`src/rtl/mac_operand_sign_pipe.sv`:
```
// mac_operand_sign_pipe
//
// Two-stage operand pre-conditioner that sits in front of the MAC array.
// The A and B operands each arrive as NUM_LANES packed lanes, with lane 0 at
// the LSBs. Each transaction also carries its own config word. The config
// groups neighbouring lanes into wider operands: 1, 2, 4 or more lanes per
// group, and the groups are aligned. For a signed group the block outputs its
// unsigned magnitude. It also outputs a product-sign flag for every lane, and
// the result re-negation stage uses that flag later.
//
// Config word: the MSB selects signed operation. The low MODE_WIDTH bits hold
// log2(lanes per group). A mode value above log2(NUM_LANES) puts all lanes in
// one group.
//
// Stage 1 registers the operands and the config. It also registers the
// per-group sign of A and of B, taken from the MSB of each group's top lane.
// Stage 2 registers the conditionally negated magnitudes and the product
// sign. The config moves down the pipeline with its own data.
//
// Optional build macro:
//   MAC_NEG_ZERO_SIGN_EN - when defined, out_neg is cleared for any group
//                          where either final magnitude is zero. The result
//                          stage then never produces a negative zero.
//
// Ports:
//   clk, rst            clock, asynchronous active-low reset
//   in_valid/in_ready   input handshake
//   in_cfg, in_a, in_b  transaction config and packed operand lanes
//   out_valid/out_ready output handshake
//   out_cfg             config carried with the output data
//   out_a_mag/out_b_mag unsigned group magnitudes
//   out_neg             per-lane product-negative flag
//   busy                high while either stage holds valid data
module mac_operand_sign_pipe #(
  parameter int unsigned NUM_LANES  = 4,
  parameter int unsigned LANE_WIDTH = 8,
  parameter int unsigned MODE_WIDTH = 2,
  parameter int unsigned CONF_WIDTH = MODE_WIDTH + 1
) (
  input  logic                            clk,
  input  logic                            rst,
  input  logic                            in_valid,
  output logic                            in_ready,
  input  logic [CONF_WIDTH-1:0]           in_cfg,
  input  logic [NUM_LANES*LANE_WIDTH-1:0] in_a,
  input  logic [NUM_LANES*LANE_WIDTH-1:0] in_b,
  output logic                            out_valid,
  input  logic                            out_ready,
  output logic [CONF_WIDTH-1:0]           out_cfg,
  output logic [NUM_LANES*LANE_WIDTH-1:0] out_a_mag,
  output logic [NUM_LANES*LANE_WIDTH-1:0] out_b_mag,
  output logic [NUM_LANES-1:0]            out_neg,
  output logic                            busy
);

  localparam int unsigned DataWidth = NUM_LANES * LANE_WIDTH;
  localparam int unsigned LogLanes  = $clog2(NUM_LANES);

  // log2 of the group size, clamped so that out-of-range modes give one group.
  function automatic int unsigned group_log(input logic [CONF_WIDTH-1:0] cfg);
    int unsigned mode;
    mode = 32'(cfg[MODE_WIDTH-1:0]);
    return (mode > LogLanes) ? LogLanes : mode;
  endfunction

  // Per-lane copy of the sign of the lane's group. The sign is the MSB of the
  // group's top lane, and it counts only for signed configs.
  function automatic logic [NUM_LANES-1:0] group_signs(input logic [CONF_WIDTH-1:0] cfg,
                                                       input logic [DataWidth-1:0]  data);
    logic [NUM_LANES-1:0] signs;
    int unsigned          gl;
    gl    = group_log(cfg);
    signs = '0;
    for (int unsigned i = 0; i < NUM_LANES; i++) begin
      for (int unsigned j = 0; j < NUM_LANES; j++) begin
        // j is the top lane of i's group: same group, and j+1 starts a new one
        if (((j >> gl) == (i >> gl)) && (((j + 1) >> gl) != (j >> gl))) begin
          signs[i] = cfg[CONF_WIDTH-1] & data[j*LANE_WIDTH + LANE_WIDTH - 1];
        end
      end
    end
    return signs;
  endfunction

  // Two's complement of every group whose sign is set. The group is negated
  // with invert-and-add-one, and the carry ripples lane by lane. The lowest
  // lane of each group injects the +1. This restarts the chain, so a carry
  // never leaks into the next group.
  function automatic logic [DataWidth-1:0] magnitude(input logic [DataWidth-1:0] data,
                                                     input logic [NUM_LANES-1:0] signs,
                                                     input int unsigned          gl);
    logic [DataWidth-1:0]  mag;
    logic [LANE_WIDTH:0]   sum;
    logic                  carry;
    mag   = '0;
    carry = 1'b0;
    for (int unsigned i = 0; i < NUM_LANES; i++) begin
      if (((i >> gl) << gl) == i) begin
        carry = 1'b1;
      end
      sum = {1'b0, ~data[i*LANE_WIDTH +: LANE_WIDTH]} + {{LANE_WIDTH{1'b0}}, carry};
      if (signs[i]) begin
        mag[i*LANE_WIDTH +: LANE_WIDTH] = sum[LANE_WIDTH-1:0];
        carry                           = sum[LANE_WIDTH];
      end else begin
        mag[i*LANE_WIDTH +: LANE_WIDTH] = data[i*LANE_WIDTH +: LANE_WIDTH];
      end
    end
    return mag;
  endfunction

`ifdef MAC_NEG_ZERO_SIGN_EN
  // Per-lane flag: every lane of this lane's group is zero.
  function automatic logic [NUM_LANES-1:0] group_zero(input logic [DataWidth-1:0] data,
                                                      input int unsigned          gl);
    logic [NUM_LANES-1:0] zero;
    zero = '1;
    for (int unsigned i = 0; i < NUM_LANES; i++) begin
      for (int unsigned j = 0; j < NUM_LANES; j++) begin
        if (((j >> gl) == (i >> gl)) && (data[j*LANE_WIDTH +: LANE_WIDTH] != '0)) begin
          zero[i] = 1'b0;
        end
      end
    end
    return zero;
  endfunction
`endif

  // Stage 1 state
  logic                  s1_valid_q, s1_valid_d;
  logic [CONF_WIDTH-1:0] s1_cfg_q, s1_cfg_d;
  logic [DataWidth-1:0]  s1_a_q, s1_a_d;
  logic [DataWidth-1:0]  s1_b_q, s1_b_d;
  logic [NUM_LANES-1:0]  s1_sign_a_q, s1_sign_a_d;
  logic [NUM_LANES-1:0]  s1_sign_b_q, s1_sign_b_d;

  // Stage 2 state (drives the outputs)
  logic                  s2_valid_q, s2_valid_d;
  logic [CONF_WIDTH-1:0] s2_cfg_q, s2_cfg_d;
  logic [DataWidth-1:0]  s2_a_mag_q, s2_a_mag_d;
  logic [DataWidth-1:0]  s2_b_mag_q, s2_b_mag_d;
  logic [NUM_LANES-1:0]  s2_neg_q, s2_neg_d;

  logic                  s2_ready;
  logic                  in_accept;
  int unsigned           s1_gl;
  logic [DataWidth-1:0]  s1_a_mag, s1_b_mag;
  logic [NUM_LANES-1:0]  s1_neg;

  assign s2_ready  = ~s2_valid_q | out_ready;
  assign in_ready  = ~s1_valid_q | s2_ready;
  assign in_accept = in_valid & in_ready;

  assign s1_gl    = group_log(s1_cfg_q);
  assign s1_a_mag = magnitude(s1_a_q, s1_sign_a_q, s1_gl);
  assign s1_b_mag = magnitude(s1_b_q, s1_sign_b_q, s1_gl);

`ifdef MAC_NEG_ZERO_SIGN_EN
  assign s1_neg = (s1_sign_a_q ^ s1_sign_b_q)
                & ~group_zero(s1_a_mag, s1_gl) & ~group_zero(s1_b_mag, s1_gl);
`else
  assign s1_neg = s1_sign_a_q ^ s1_sign_b_q;
`endif

  always_comb begin
    s1_valid_d  = s1_valid_q;
    s1_cfg_d    = s1_cfg_q;
    s1_a_d      = s1_a_q;
    s1_b_d      = s1_b_q;
    s1_sign_a_d = s1_sign_a_q;
    s1_sign_b_d = s1_sign_b_q;
    s2_valid_d  = s2_valid_q;
    s2_cfg_d    = s2_cfg_q;
    s2_a_mag_d  = s2_a_mag_q;
    s2_b_mag_d  = s2_b_mag_q;
    s2_neg_d    = s2_neg_q;

    // in_ready means stage 1 is empty or is moving into stage 2 this cycle.
    if (in_ready) begin
      s1_valid_d = in_valid;
    end
    if (in_accept) begin
      s1_cfg_d    = in_cfg;
      s1_a_d      = in_a;
      s1_b_d      = in_b;
      s1_sign_a_d = group_signs(in_cfg, in_a);
      s1_sign_b_d = group_signs(in_cfg, in_b);
    end

    if (s2_ready) begin
      s2_valid_d = s1_valid_q;
      if (s1_valid_q) begin
        s2_cfg_d   = s1_cfg_q;
        s2_a_mag_d = s1_a_mag;
        s2_b_mag_d = s1_b_mag;
        s2_neg_d   = s1_neg;
      end
    end
  end

  always_ff @(posedge clk or negedge rst) begin
    if (!rst) begin
      s1_valid_q  <= 1'b0;
      s1_cfg_q    <= '0;
      s1_a_q      <= '0;
      s1_b_q      <= '0;
      s1_sign_a_q <= '0;
      s1_sign_b_q <= '0;
      s2_valid_q  <= 1'b0;
      s2_cfg_q    <= '0;
      s2_a_mag_q  <= '0;
      s2_b_mag_q  <= '0;
      s2_neg_q    <= '0;
    end else begin
      s1_valid_q  <= s1_valid_d;
      s1_cfg_q    <= s1_cfg_d;
      s1_a_q      <= s1_a_d;
      s1_b_q      <= s1_b_d;
      s1_sign_a_q <= s1_sign_a_d;
      s1_sign_b_q <= s1_sign_b_d;
      s2_valid_q  <= s2_valid_d;
      s2_cfg_q    <= s2_cfg_d;
      s2_a_mag_q  <= s2_a_mag_d;
      s2_b_mag_q  <= s2_b_mag_d;
      s2_neg_q    <= s2_neg_d;
    end
  end

  assign out_valid = s2_valid_q;
  assign out_cfg   = s2_cfg_q;
  assign out_a_mag = s2_a_mag_q;
  assign out_b_mag = s2_b_mag_q;
  assign out_neg   = s2_neg_q;
  assign busy      = s1_valid_q | s2_valid_q;

endmodule

```
`config.mk`:
```
export PLATFORM = sky130hd
export DESIGN_NAME = mac_operand_sign_pipe
export DESIGN_NICKNAME = d
export VERILOG_FILES = /design/src/rtl/mac_operand_sign_pipe.sv
export SDC_FILE = /design/constraint.sdc
export NUM_CORES = 1
export LEC_CHECK = 0
export CAP_MARGIN = 5
export CELL_PAD_IN_SITES_DETAIL_PLACEMENT = 0
export CELL_PAD_IN_SITES_GLOBAL_PLACEMENT = 1
export CORE_MARGIN = 8
export CORE_UTILIZATION = 41
export CTS_BUF_LIST = sky130_fd_sc_hd__clkbuf_4
export DETAILED_ROUTE_END_ITERATION = 8
export HOLD_SLACK_MARGIN = 0.03
export PLACE_DENSITY_LB_ADDON = 0.05
export SYNTH_ARGS = -nofsm -noshare
export SYNTH_HDL_FRONTEND = slang
export SYNTH_SLANG_ARGS = --single-unit
export TNS_END_PERCENT = 100
```
`constraint.sdc`:
```
create_clock -name clk -period 5.6 [get_ports clk]
set_input_delay 1.12 -clock clk [delete_from_list [all_inputs] [get_ports clk]]
set_output_delay 1.12 -clock clk [all_outputs]
set_load 0.02 [all_outputs]
```
==> results <==
registers in the layout (all words and copies together), names as in the netlist:
register / flops
s1_cfg_q: 3
s1_sign_b_q: 4
out_a_mag: 32
s1_valid_q: 1
s1_b_q: 32
out_valid: 1
out_cfg: 3
s1_sign_a_q: 4
out_b_mag: 32
out_neg: 4
s1_a_q: 32
final timing paths:
path                       cells after the start  slack [ns]            end
hold reg to reg                                2        0.49   out_a_mag[6]
setup / recovery                              21        0.55  out_b_mag[30]
setup reg to reg                              21        0.55  out_b_mag[30]
max in group asynchronous                      2        4.07      s1_b_q[5]
min in group clk                               2        0.49   out_a_mag[6]
hold / removal                                 1        0.46  out_b_mag[26]
layer usage:
metal  up-vias  global-route usage [%]  part of all wire, %
li1       2410                       -                    -
met1      2354                    19.7                   47
met2        97                    25.2                   47
met3        16                    4.73                  4.8
met4         0                    5.00                  1.3
met5         -                       0                    0
logic make-up after synthesis:
family                   synth area share (%)
buffers and inverters                    2.79
XOR/XNOR                                 6.59
AO/OA/AOI/OAI                            10.0
adder cells (fa/ha/maj)                  2.53
multiplexers                             13.9
flip-flops                               53.6
AND/OR/NAND/NOR                          10.6
final cells by class:
cell class	instances	share of cell area, %
Clock buffer	20	1.70
Clock inverter	12	1.56
Inverter	16	0.681
Multi-Input combinational cell	424	34.3
Sequential cell	148	42.0
Tap cell	220	3.12
Timing Repair Buffer	147	16.6
synthesized netlist by cell type (4+ instances only):
cell / count
nand2b_1: 10
o21ai_0: 91
nor2b_1: 9
mux2_2: 71
o31ai_1: 10
dfrtp_1: 148
o41ai_1: 6
clkbuf_1: 20
xor2_1: 40
or4_1: 7
nand2_1: 95
ha_1: 14
xnor2_1: 12
buf_1: 4
or3b_2: 8
inv_1: 16
a21oi_1: 5
buf_2: 7
nor2_1: 6
mux2i_1: 16
report_power, final:
group	internal, W	switching (W)
logic	0.000508	0.000489
clock network	0.000317	0.000367
registers	0.00129	0.000189
metrics by stage:
step | util (%) | worst slack (ns) | cell area, sq um | hold slack, ns | std cells
after floorplan | - | 1.03 | 6910 | 0.443 | 620
after global placement | 51.6 | 0.763 | 8530 | 0.460 | 955
after detailed placement | 51.6 | 0.552 | 8530 | 0.469 | 955
after CTS | 53.4 | 0.520 | 8820 | 0.422 | 987
after global routing | 53.4 | 0.213 | 8820 | 0.412 | 987
final | 53.4 | 0.554 | 8820 | 0.458 | 987
==> run metrics <==
status=complete, no violations; max_cap viols=0; arrival time worst endpoint=5.45 ns; first-pass GRT wire length=26.7 mm; drt wl/cell=16.6 microns; Detail Placement HPWL=11.8 mm; number of global-route vias before repair=5,093; Die Width=146 microns; Vias=4,877; Final Max Slew Viols=0; Post-synth EDFFs=0; CP max stage delay=0.48 ns; ys flop type=dfrtp_1; Final Total Pwr=0.00316 W; total gr overflow=0; Inserted Diodes=0; most frequent CP cell=ha_1; Slowest-stage cell, CP=or3b_2; Distinct cells, synth=35; synthesis-stage register bit count=148; RSZ-0062 raised after global routing=no; most frequent cells in the layout=148 x dfrtp_1, 143 x clkdlybuf4s50_1, 93 x nand2_1; critical path class=flop to flop; # hold bufs at CTS=0; Die Y=146 microns; register area share after synthesis=53.6%; Die ar.=21,300 sq um; initial antenna violation count=0; Slew HR=28.7%; Warnings, synthesis=0; Synth top area share=53.6%; Synth area leader=dfrtp_1; clock buffer depth=2; buffers and inverters on the worst path=1; Via density=4.94; io pins=145; Max Clock Freq=198 MHz; min Tclk post-route=5.05 ns; dominant cells by area after synthesis=dfrtp_1 54%, mux2_2 12%, o21ai_0 6.6%; Placer Congestion=0.752; Post-CTS Repair Setup Buffers=0; Root Driver=clkbuf_4; Detailed Route Iter0 Violations=156; share of cells above drive strength 1=15.6%; H-tree level count=4; Port Buffers=144; CP endpoint kind=flop; post-CTS resize count=0; CP top delay family=simple AND/OR/NAND/NOR gates; Critical Path Fanout Max=4; CTS buffer count=17; Leakage=3.65 nW; leading cell type in the layout, fill and taps excluded=dfrtp_1; Synth Instances=620; asr flop ratio synth=100%; Skew-Pair Late Insertion Delay=0.53 ns; CTS tree=done; row count=47; setup_tns=0 ns; beginning of the critical path=s1_b_q[1]; Cell Chain, Critical Path=inv_1 > ha_1 > nor2b_1 > nand3b_1 > o311ai_0 > ha_1 > ha_1 > or4bb_1 > o221a_2 > nand2_1 > ha_1 > ha_1 > or3b_2 > nor3_1 > a311o_1 > ha_1 > ha_1 > or3b_2 > o31ai_1 > xor2_1 > o21ai_0; Placeable Area=16,500 sq um; Synth Net Count=705; Max VDD drop=0.163 mV; skew final=0.0163 ns; # clock sinks=148; clock-pin slew on the worst setup and hold paths=0.12 ns; Final Routed Wirelength=16.4 mm; min-delay worst type=input pin to asynchronous set/reset pin; Tot GR Track Use=15.6%; Starting Density=41.8%; Syn Area/Cell=11.1 sq um; largest net degree at the start of global routing=95; Storage cell area=3700 sq um; Detailed Routing Iterations Pass 1=4; Req. time, crit path=6.00 ns; final layout net count=839; Final Cycle Share=90.1%; r2r startpoint=s1_b_q[1]; synthesized cell area=6910 sq um; Syn-to-layout area delta=27.6%; multi-input logic area=3030 sq um; P per Cell Area=358 nW/um^2; worst-margin pin slew=1.07 ns; antenna-violating nets left=0; Final setup viols=0; CP startpoint kind=flop; Fillers=1,458; Hold Vio Cnt, Final=0; # DRC=0
Power figures use the tool's default switching activity.
